--- config.mk ---
export PLATFORM = sky130hd
export DESIGN_NAME = seq_mul_hs_flat
export DESIGN_NICKNAME = d
export VERILOG_FILES = /design/src/rtl/seq_mul_hs_if.sv /design/src/rtl/seq_mul_hs.sv /design/src/flat_wrapper.sv
export SDC_FILE = /design/constraint.sdc
export NUM_CORES = 1
export LEC_CHECK = 0
export ABC_CLOCK_PERIOD_IN_PS = 3200
export CORE_MARGIN = 4
export CORE_UTILIZATION = 35
export CTS_CLUSTER_SIZE = 16
export DETAILED_ROUTE_END_ITERATION = 16
export GPL_ROUTABILITY_DRIVEN = 1
export SYNTH_ARGS = -nofsm -noshare
export SYNTH_HDL_FRONTEND = slang
export SYNTH_SLANG_ARGS = --single-unit
--- constraint.sdc ---
create_clock -name clk -period 3.2 [get_ports clk]
set_input_delay 0.64 -clock clk [delete_from_list [all_inputs] [get_ports clk]]
set_output_delay 0.64 -clock clk [all_outputs]
set_load 0.02 [all_outputs]
--- src/rtl/seq_mul_hs_if.sv ---
// Operand/product handshake bundle between a producer/consumer pair and seq_mul_hs.
interface seq_mul_hs_if #(
  parameter int unsigned A_W = 8,
  parameter int unsigned B_W = 8,
  parameter int unsigned P_W = A_W + B_W
);
  logic           in_valid;
  logic           in_ready;
  logic [A_W-1:0] a;
  logic [B_W-1:0] b;
  logic           out_valid;
  logic           out_ready;
  logic [P_W-1:0] product;
  logic           overflow;
  logic           busy;

  modport master (
    output in_valid, a, b, out_ready,
    input  in_ready, out_valid, product, overflow, busy
  );

  modport slave (
    input  in_valid, a, b, out_ready,
    output in_ready, out_valid, product, overflow, busy
  );
endinterface

--- src/rtl/seq_mul_hs.sv ---
// Radix-2 shift-add multiplier, one multiplier bit per cycle, valid/ready on both sides.
// Signed mode multiplies magnitudes and restores the sign at the end.
module seq_mul_hs #(
  parameter int unsigned A_W    = 8,
  parameter int unsigned B_W    = 8,
  parameter int unsigned P_W    = A_W + B_W,
  parameter bit          SIGNED = 1'b0
) (
  input  logic         clk,
  input  logic         rst_n,
  seq_mul_hs_if.slave  bus
);
  localparam int unsigned N_W  = A_W + B_W;
  localparam int unsigned F_W  = (P_W > N_W) ? P_W : N_W;
  localparam int unsigned CW   = $clog2(B_W);

  typedef enum logic [1:0] {IDLE, CALC, DONE} state_t;

  state_t         state_q, state_d;
  logic           accept, finish;
  logic [CW-1:0]  cnt_q;
  logic [N_W-1:0] mcand_q, acc_q, acc_sum, res;
  logic [B_W-1:0] mplier_q;
  logic           neg_q;
  logic [A_W-1:0] a_mag;
  logic [B_W-1:0] b_mag;
  logic           neg_in;
  logic [F_W-1:0] res_ext, re_ext;
  logic [P_W-1:0] trunc;
  logic           ovf;

  logic           in_ready_q, out_valid_q, busy_q, overflow_q;
  logic [P_W-1:0] product_q;

  // State register
  always_ff @(posedge clk or negedge rst_n) begin
    if (!rst_n) state_q <= IDLE;
    else        state_q <= state_d;
  end

  // Next-state and datapath control
  always_comb begin
    state_d = state_q;
    accept  = 1'b0;
    finish  = 1'b0;
    case (state_q)
      IDLE: if (bus.in_valid) begin
        accept  = 1'b1;
        state_d = CALC;
      end
      CALC: if (cnt_q == CW'(B_W - 1)) begin
        finish  = 1'b1;
        state_d = DONE;
      end
      DONE: if (bus.out_ready) state_d = IDLE;
      default: state_d = IDLE;
    endcase
  end

  // Operand magnitudes and result sign at capture; most-negative values fit as unsigned
  always_comb begin
    a_mag  = (SIGNED && bus.a[A_W-1]) ? A_W'(-bus.a) : bus.a;
    b_mag  = (SIGNED && bus.b[B_W-1]) ? B_W'(-bus.b) : bus.b;
    neg_in = SIGNED && (bus.a[A_W-1] ^ bus.b[B_W-1]);
  end

  // Final accumulate, sign restore, truncation and overflow detection
  always_comb begin
    acc_sum = acc_q + (mplier_q[0] ? mcand_q : '0);
    res     = (neg_q && (acc_sum != '0)) ? N_W'(-acc_sum) : acc_sum;
    if (SIGNED) res_ext = F_W'($signed(res));
    else        res_ext = F_W'(res);
    trunc = res_ext[P_W-1:0];
    if (SIGNED) re_ext = F_W'($signed(trunc));
    else        re_ext = F_W'(trunc);
    ovf = (re_ext != res_ext);
  end

  always_ff @(posedge clk or negedge rst_n) begin
    if (!rst_n) begin
      cnt_q       <= '0;
      mcand_q     <= '0;
      mplier_q    <= '0;
      acc_q       <= '0;
      neg_q       <= 1'b0;
      product_q   <= '0;
      overflow_q  <= 1'b0;
      in_ready_q  <= 1'b1;
      out_valid_q <= 1'b0;
      busy_q      <= 1'b0;
    end else begin
      if (accept) begin
        cnt_q    <= '0;
        mcand_q  <= N_W'(a_mag);
        mplier_q <= b_mag;
        acc_q    <= '0;
        neg_q    <= neg_in;
      end else if (state_q == CALC) begin
        cnt_q    <= cnt_q + CW'(1);
        mcand_q  <= mcand_q << 1;
        mplier_q <= mplier_q >> 1;
        acc_q    <= acc_sum;
      end
      if (finish) begin
        product_q  <= trunc;
        overflow_q <= ovf;
      end
      in_ready_q  <= (state_d == IDLE);
      out_valid_q <= (state_d == DONE);
      busy_q      <= (state_d != IDLE);
    end
  end

  assign bus.in_ready  = in_ready_q;
  assign bus.out_valid = out_valid_q;
  assign bus.product   = product_q;
  assign bus.overflow  = overflow_q;
  assign bus.busy      = busy_q;
endmodule

--- src/flat_wrapper.sv ---
// flat-port wrapper written by rule: the top's interface ports become plain ports
module seq_mul_hs_flat 
#(
  parameter int unsigned A_W    = 8,
  parameter int unsigned B_W    = 8,
  parameter int unsigned P_W    = A_W + B_W,
  parameter bit          SIGNED = 1'b0
)
  (clk, rst_n, bus_in_valid, bus_a, bus_b, bus_out_ready, bus_in_ready, bus_out_valid, bus_product, bus_overflow, bus_busy);
  seq_mul_hs_if #(.A_W(A_W), .B_W(B_W), .P_W(P_W)) bus_i ();
  input  logic clk;
  input  logic rst_n;
  input wire logic [$bits(bus_i.in_valid)-1:0] bus_in_valid;
  input wire logic [$bits(bus_i.a)-1:0] bus_a;
  input wire logic [$bits(bus_i.b)-1:0] bus_b;
  input wire logic [$bits(bus_i.out_ready)-1:0] bus_out_ready;
  output wire logic [$bits(bus_i.in_ready)-1:0] bus_in_ready;
  output wire logic [$bits(bus_i.out_valid)-1:0] bus_out_valid;
  output wire logic [$bits(bus_i.product)-1:0] bus_product;
  output wire logic [$bits(bus_i.overflow)-1:0] bus_overflow;
  output wire logic [$bits(bus_i.busy)-1:0] bus_busy;
  assign bus_i.in_valid = bus_in_valid;
  assign bus_i.a = bus_a;
  assign bus_i.b = bus_b;
  assign bus_i.out_ready = bus_out_ready;
  assign bus_in_ready = bus_i.in_ready;
  assign bus_out_valid = bus_i.out_valid;
  assign bus_product = bus_i.product;
  assign bus_overflow = bus_i.overflow;
  assign bus_busy = bus_i.busy;
  seq_mul_hs #(.A_W(A_W), .B_W(B_W), .P_W(P_W), .SIGNED(SIGNED)) u_core (.clk(clk), .rst_n(rst_n), .bus(bus_i));
endmodule
# After elaboration in Yosys (flattened, before gate mapping)
# Index checks and enable logic that the tools add are counted.
# totals
inputBits	20
ff_bits	64
word_cells	36
out_inout_bits	20
# op_classes
eq_ne	4
n_mux	17
add_sub_neg	2
n_reduce_logical	4
# op_table
cell	n
$mux 16	5
$add 16x16->16	1
$mux 8	2
$mux 2	3
$mux 3	2
$pmux 2 s3	1
$eq 2x2->1 const B	2
$logic_not 2->1	2
$mux 1	4
$reduce_bool 2->1	2
$add 3x1->3 const B	1
$eq 3x3->1 const B	1
$eq 2x1->1 const B	1

# Longest topological paths before layout
# Gate-level depths: netlist (run 1).
# logic_depth
word_depth	4
depth_mapped	10
ltp_nobuf	9

# Least setup slack after synthesis (run 1)
# Ideal clock, no wire load.
# synth_timing
kind	register to register
startpoint	register u_core.mplier_q[0]
endpoint	register u_core.product_q[12] (netlist: u_core.bus.product[12])
setup_time_ns	0.134
period_less_slack_ns	2.603
path_buffers	1
t_arrival_ns	2.470
setup_slack_ns	0.597
stages_incl_launch_ff	11
required_time_ns	3.066
path_cell_list	dfrtp_1 > clkbuf_1 > and2_1 > ha_1 > fa_1 > a21o_1 > a221oi_2 > nor3_2 > a311oi_2 > xor2_1 > o21ai_0
# synth_via
elab_chain_len	2
# synth_rtl
element	line_no	rtl
start: declaration	seq_mul_hs.sv:23	logic [B_W-1:0] mplier_q;
start signal: assignment	seq_mul_hs.sv:95	mplier_q <= b_mag;
start signal: assignment	seq_mul_hs.sv:101	mplier_q <= mplier_q >> 1;
$mux 16	seq_mul_hs.sv:69	acc_sum = acc_q + (mplier_q[0] ? mcand_q : '0);
$add 16x16->16	seq_mul_hs.sv:69	
end signal: assignment	seq_mul_hs.sv:105	product_q <= trunc;
end: declaration	seq_mul_hs.sv:33	logic [P_W-1:0] product_q;
# No other way between the ends.
# A chain may end at the register's enable or synchronous reset.

# Worst setup path after layout (run 1)
# layout_timing
startpoint	register u_core.mcand_q[0]
endpoint	register u_core.acc_q[12]
# layout_via
elab_chain_len	4
# layout_rtl
element	line_no	rtl
start: declaration	seq_mul_hs.sv:22	logic [N_W-1:0] mcand_q, acc_q, acc_sum, res;
start signal: assignment	seq_mul_hs.sv:94	mcand_q <= N_W'(a_mag);
start signal: assignment	seq_mul_hs.sv:100	mcand_q <= mcand_q << 1;
$mux 16	seq_mul_hs.sv:69	
$add 16x16->16	seq_mul_hs.sv:69	
$mux 16	seq_mul_hs.sv:98	end else if (state_q == CALC) begin
$mux 16	seq_mul_hs.sv:92	if (accept) begin
end signal: assignment	seq_mul_hs.sv:102	acc_q <= acc_sum;
end: declaration	seq_mul_hs.sv:22	
# No other way between the ends. The select of a mux whose other input is x is not followed.

==> impl_results.md, run 1 <==
* Cell count after placement at 486
* Setup_tns at 0 ns
* Final setup skew at 0.0120 ns
* Max VDD drop at between 0.0002 and 0.0003 V
* MaxCap Viol Count at 0
* Boundary Pins at 40
* Clock Latency Late Sink at 0.34 ns
* CTS H-Tree Depth at 3
* Min Hold Slack at 0.474 ns
* Yosys cell types at 47
* Clock tree buffer depth at 2
* Crit path setup slack, layout at 0.499 ns
* GP Congestion at 0.853
* Largest net degree at the start of global routing at 48
* DIE HEIGHT at ~110 um
* Root buf cell: clkbuf_8
* Critical path startpoint category: flip-flop
* Die area at about 0.011 sq mm
* Compound-gate portion of the synthesized area at 21.9%
* Drt first pass iters at 4
* # port buffers at 38
* EDFF count, synth at 0
* DP Worst Slack at 0.532 ns
* Fin util at approximately 44%
* Filler cells at 924
* Synth async-reset ratio at 100%
* Synth area leader: dfrtp_1
* Layout area overhead at 21.0%
* Worst min path class: primary input to async pin
* Mapped Cells at 334
* Standard-cell rows at 35
* WL/cell at roughly 15 um
* Ys flop type: dfrtp_1
* CP Max Fanout at 4
* Initial core utilization at 36.0%
* Final Setup Violations at 0
* Critical path class: flip-flop to flip-flop
* Unrepaired setup endpoints after global routing: no
* Worst-Margin Slew at 1.02 ns
* Post-synthesis simple-gate area fraction at 14.6%
* CP required at ~3.4 ns
* Area of the core at 0.00924 sq mm
* Post-CTS sizing at 0
* Ant diodes at 0
* Share of the yosys chip area belonging to registers at 48.2%
* # DRC at 0
* Clock Sinks at 64
* Vias in the first global route at 2624
* Largest family of logic cells by synthesized area: compound AO/OA/AOI/OAI gates
* Final wirelength at 7.40 mm
* Post-CTS setup buffer count at 0
* Clock-pin slew on the worst setup and hold paths at 0.07 ns
* Syn_area_per_cell at 9.96 sq um
* CTS tree: built
* Tot GR Track Use at 14.4%
* Leakage at approximately 1.8 nW
* Yosys warning total at 0
* Vias at 2530
* Fraction of layout cells with a size suffix above 1 at approximately a tenth
* Synth Net Count at between 300 and 400
* Num CTS Buffers at 9
* Post-synthesis mux area share at 1.65%
* Detailed placement HPWL at 5.31 mm
* Final ANT Viol Nets at 0
* First-pass GRT wire length at 12.9 mm
* Number of vias per cell at 5.04
* Fmax at 370 MHz
* Outcome: completed
* Hold buffer count at cts at 0
* Fin. max-slew vios at 0
* Crit path capture type: flip-flop
* Drt initial violations at 111
* Layout Cells excl Fill at 502
* Adder-Cell Fraction of Synth Area at 7.00%
* Die X at about 110 um
* Data arrival, critical path at 2.90 ns
* Synth Area in XOR/XNOR at under 10%
* Post-synth top area share at a little under half
* Grt ovf at 0
* Top post-synthesis cells by area: dfrtp_1 (47%), o21ai_0 (6.5%), ha_1 (6.4%)
* PD cells at 851 mW/mm^2
* Final hold vios at 0
* Initial antenna violation count at 0
* Post-Syn Area at 0.00333 sq mm
* Period minus WS final at 2.70 ns
* Synth Register Bits at 64
* Slew HR at 32.2%
* Layout Nets at 406
* Final Cycle Share at 84.4%
per-layer routing:
metal | share of wire, % | routed length, um | vias to the layer above | global-route usage (%)
met5 | 0 | 0 | - | 0
li1 | - | - | 1259 | -
met4 | 0.77 | 57 | 0 | 3.61
met3 | 5.2 | 382 | 8 | 4.78
met2 | 46 | 3370 | 65 | 21.7
met1 | 48 | 3580 | 1198 | 19.9
path summary, 6_finish.rpt:
check | start | to | slack [ns] | cells past startpoint
worst max-delay path | u_core.mcand_q[0] | u_core.acc_q[12] | 0.50 | 9
worst min-delay path | rst_n | u_core.acc_q[11] | 0.47 | 1
worst min register to register | u_core.bus.product[11] | u_core.bus.product[11] | 0.47 | 2
max in group asynchronous | rst_n | u_core.bus.product[0] | 1.98 | 2
worst max register to register | u_core.mcand_q[0] | u_core.acc_q[12] | 0.50 | 9
min in group clk | u_core.bus.product[11] | u_core.bus.product[11] | 0.47 | 2
synthesized netlist by cell type, types with 2 or more instances:
cell type	instances
o21ai_0	43
and2_1	15
xnor2_1	8
and3_1	2
nand2b_1	3
a21o_1	4
ha_1	17
nor3_1	2
a22oi_1	14
o21a_1	3
nand2_1	48
nor2_1	5
a21oi_1	18
nor2b_1	12
o211ai_1	2
dfrtp_1	63
clkbuf_1	16
buf_2	4
a22o_1	14
mux2_2	4
xor2_1	6
nand4_1	6
flip-flops by register name, indices dropped and copies added, names as in the netlist:
signal,flops
u_core.bus.out_valid,1
u_core.bus.product,16
u_core.cnt_q,3
u_core.mplier_q,8
u_core.mcand_q,16
u_core.bus.busy,1
u_core.acc_q,16
u_core.bus.in_ready,1
u_core.state_q,2
logic make-up (layout without fill, tap and decap cells):
group | count (synthesis) | in the layout
AOI/OAI and AO/OA | 110 | 110
adders and majority gates | 18 | 18
and+or+nand+nor | 99 | 99
buffers and inverters | 23 | 62
DFF | 64 | 64
other | 1 | 1
muxes | 5 | 5
xor gates and xnor gates | 14 | 14
where the power goes:
part	leakage, nW	internal, W	switching [W]	total (W)
clock	0.0993	0.000380	0.000319	0.000699
combinational	0.839	0.000611	0.000759	0.00137
sequential	0.836	0.00112	0.000238	0.00136
total	1.77	0.00211	0.00132	0.00343
stage by stage:
stage | total power (W) | area (sq um)
global placement | 0.00273 | 3830
detailed placement | 0.00276 | 3830
global route | 0.00371 | 4030
CTS | 0.00347 | 4030
finish | 0.00343 | 4030
floorplan | 0.00224 | 3330
final cells by class:
type / instances / area, sq um / area share [%]
clock buffers: 11 / 141 / 3.51
flip-flops and latches: 64 / 1600 / 39.8
repair buffers: 45 / 428 / 10.6
clock inverters: 5 / 56.3 / 1.40
multi-input cells: 247 / 1630 / 40.6
inverters: 1 / 3.75 / 0.0932
well taps: 129 / 161 / 4.01
cells in the final DEF (no fill, tap or decap), types with 2 or more instances in the layout:
cell type        synthesis  layout
mux2_2                   4       4
xnor2_1                  8       8
o211ai_1                 2       2
o21a_1                   3       3
nor2b_1                 12      12
nor3_1                   2       2
and2_1                  15      15
a22o_1                  14      14
clkdlybuf4s50_1          0      37
clkbuf_8                 0      10
a22oi_1                 14      14
nand4_1                  6       6
ha_1                    17      17
buf_4                    1       7
nor2_1                   5       5
a21oi_1                 18      18
o21ai_0                 43      43
a21o_1                   4       4
and3_1                   2       2
nand2_1                 48      48
nand2b_1                 3       3
clkinv_2                 0       2
dfrtp_1                 63      63
xor2_1                   6       6
worst max-delay path, stage by stage (launching register included):
cell and delay, ns:
dfrtp_1 0.41, and2_1 0.17, ha_1 0.20, fa_1 0.42
a21o_1 0.23, a221oi_2 0.41, nor3_2 0.12, a311oi_2 0.31
xor2_1 0.19, o21ai_0 0.09
Power figures use the tool's default switching activity.
==> inputs of run 2 (changes only) <==
- ABC_CLOCK_PERIOD_IN_PS: 3200 -> 2700
- clock period: 3.2 -> 2.7 ns (I/O delays scaled with it)
==> run 2 against run 1 <==
Fmax rose by 6.7%; die area did not move; clock power rose by 6.6%; register-to-register slack got worse by 0.33 ns; setup slack got worse by 0.33 ns; non-clock buffer count rose by 8; sequential cell count did not move; combinational power rose by 23%; core utilization rose by 0.60 points; critical endpoint unchanged; largest power group unchanged; highest routed layer unchanged.
==> impl_results.md, run 2 (synthesized netlist as in run 1, its figures left out) <==
* Outcome: completed
* Fmax at 395 MHz
* Crit path setup slack, layout at 0.168 ns
* Unrepaired setup endpoints after global routing: no
* RR Endpoint: u_core.acc_q[12]
* CP Capture Point: u_core.acc_q[12]
* Final Setup Violations at 0
* Filler cells at 910
* Initial core utilization at between 30% and 40%
* Layout area overhead at 22.7%
* Worst min path class: flip-flop to flip-flop
* Most frequent cells in the layout: dfrtp_1 (62), nand2_1 (48), o21ai_0 (43), clkdlybuf4s50_1 (37), a21oi_1 (18)
* Standard-cell rows at 35
* Final hold vios at 0
* Leakage at about 1.8 nW
* Number of vias per cell at slightly above 5
* Drt initial violations at 121
* Final ANT Viol Nets at 0
* Clock Latency Late Sink at ~0.35 ns
* Crit path capture type: flip-flop
* Num CTS Buffers at 9
* Grt ovf at 0
* Vias in the first global route at 2677
* First-pass GRT wire length at 13.0 mm
* Ant diodes at 0
* Crit path largest cell delay at 0.44 ns
* Fraction of layout cells with a size suffix above 1 at 11.8%
* Largest net degree at the start of global routing at 34
* Area of the core at 0.00924 sq mm
* Drt first pass iters at 4
* Die X at 105 um
* Vias at about 2600
* Delay-heaviest family, CP: compound AO/OA/AOI/OAI gates
* MaxCap Viol Count at 0
* Worst-Margin Slew at about 0.63 ns
* Fin util at between 40% and 50%
* R2R Path Start: u_core.mplier_q[0]
* Crit path buf inv count at 0
* Final setup skew at 0.00750 ns
* Cells along the critical path: and2_1 -> ha_1 -> fa_2 -> a21o_1 -> a221oi_4 -> nor3_2 -> a311oi_2 -> xor2_1 -> o21ai_0
* DP Worst Slack at 0.0525 ns
* Die area at 0.0111 sq mm
* Final wirelength at ~7.6 mm
* Data arrival, critical path at 2.74 ns
* PD cells at 983 mW/mm^2
* Clock Sinks at 64
* CP Max Fanout at 7
* Tot GR Track Use at between 10% and 20%
* Initial antenna violation count at 0
* Critical path startpoint category: flip-flop
* CTS tree: built
* Final Cycle Share at 93.8%
* Boundary Pins at 40
* Period minus WS final at 2.53 ns
* GP Congestion at 0.888
* Design Power at approximately 0.0040 W
* Max VDD drop at 0.000334 V
* DIE HEIGHT at 105 um
* Root buf cell: clkbuf_8
* Number of stages on the worst setup path at 9
* Critical path class: flip-flop to flip-flop
* Slew HR at 58.2%
* R2R Setup Slk at around 0.17 ns
* # DRC at 0
* Clock-pin slew on the worst setup and hold paths at 0.07 ns
* Fin. max-slew vios at 0
* Most common cell after layout, fill and taps aside: dfrtp_1
* Worst setup path startpoint: u_core.mplier_q[0]
* Clock tree buffer depth at 2
* # port buffers at 38
* FF-to-FF path depth at 9
* Layout Nets at 414
* WL/cell at about 15 um
* CTS H-Tree Depth at 3
* Setup_tns at 0 ns
* Critical-path top delay cell: dfrtp_2
* CP required at 2.91 ns
* Detailed placement HPWL at roughly 5.3 mm
==> run 2: cell types whose count changed in the layout (fill, tap and decap cells not counted) <==
cell,delta
a221oi_2,-1
a221oi_4,+1
buf_4,+7
bufinv_16,-1
clkbuf_8,+1
clkinv_2,+2
clkinv_4,-1
clkinvlp_4,-1
dfrtp_1,-1
dfrtp_2,+1
dlygate4sd3_1,+1
fa_1,-1
fa_2,+1
==> run 2: metal layers <==
metal	part of all wire (%)	track usage, %	routed length (um)	vias to the layer above
li1	-	-	-	1271
met1	47	19.4	3600	1270
met2	46	22.1	3510	59
met3	5.3	4.47	402	8
met4	0.92	3.98	70	0
met5	0	0	0	-
==> run 2: worst reg2reg max path: cells and delay by family (launching register included) <==
kind,cells,cell delay (ns)
xor+xnor,1,0.19
compound gates,4,0.94
flops,1,0.44
fa+ha+maj,2,0.57
simple gates,2,0.26
==> run 2: repair_timing <==
item                                    4_1_cts  5_1_grt
endpoints found under the setup margin        2        5
endpoints found under the hold margin         1        0
cloned                                        0        0
gates resized for setup                       1        2
pin swaps                                     0        2
hold buffers                                  1        0
buffers inserted                              0        4
==> run 2: worst min-delay path by stage <==
stage | startpoint | endpoint | slack, ns | cells after the start
floorplan | rst_n | u_core.acc_q[0] | 0.24 | 0
global placement | rst_n | u_core.bus.product[12] | 0.34 | 1
detailed placement | rst_n | u_core.bus.product[12] | 0.33 | 1
CTS | u_core.bus.product[12] | u_core.bus.product[12] | 0.49 | 2
global route | rst_n | u_core.bus.product[12] | 0.50 | 2
finish | u_core.bus.product[9] | u_core.bus.product[9] | 0.48 | 2
==> run 2: power breakdown <==
part,internal [W],switching [W]
Clock,0.000377,0.000368
Combinational,0.000746,0.000932
Sequential,0.00133,0.000258
Total,0.00245,0.00156
==> run 2: layout make-up <==
type / instances / area (sq um) / share of cell area [%]
Sequential cell: 64 / 1600 / 39.3
Timing Repair Buffer: 53 / 490 / 12.0
Clock inverter: 4 / 20.0 / 0.490
Inverter: 1 / 3.75 / 0.0920
Multi-Input combinational cell: 247 / 1650 / 40.3
Clock buffer: 12 / 155 / 3.80
Tap cell: 129 / 161 / 3.95
==> run 2: through the flow <==
stage | cells | hold WS [ns] | area [sq um]
after floorplan | 334 | 0.244 | 3330
after CTS | 506 | 0.487 | 4050
final | 510 | 0.479 | 4080
after global placement | 489 | 0.336 | 3850
after global routing | 510 | 0.500 | 4080
after detailed placement | 489 | 0.333 | 3850
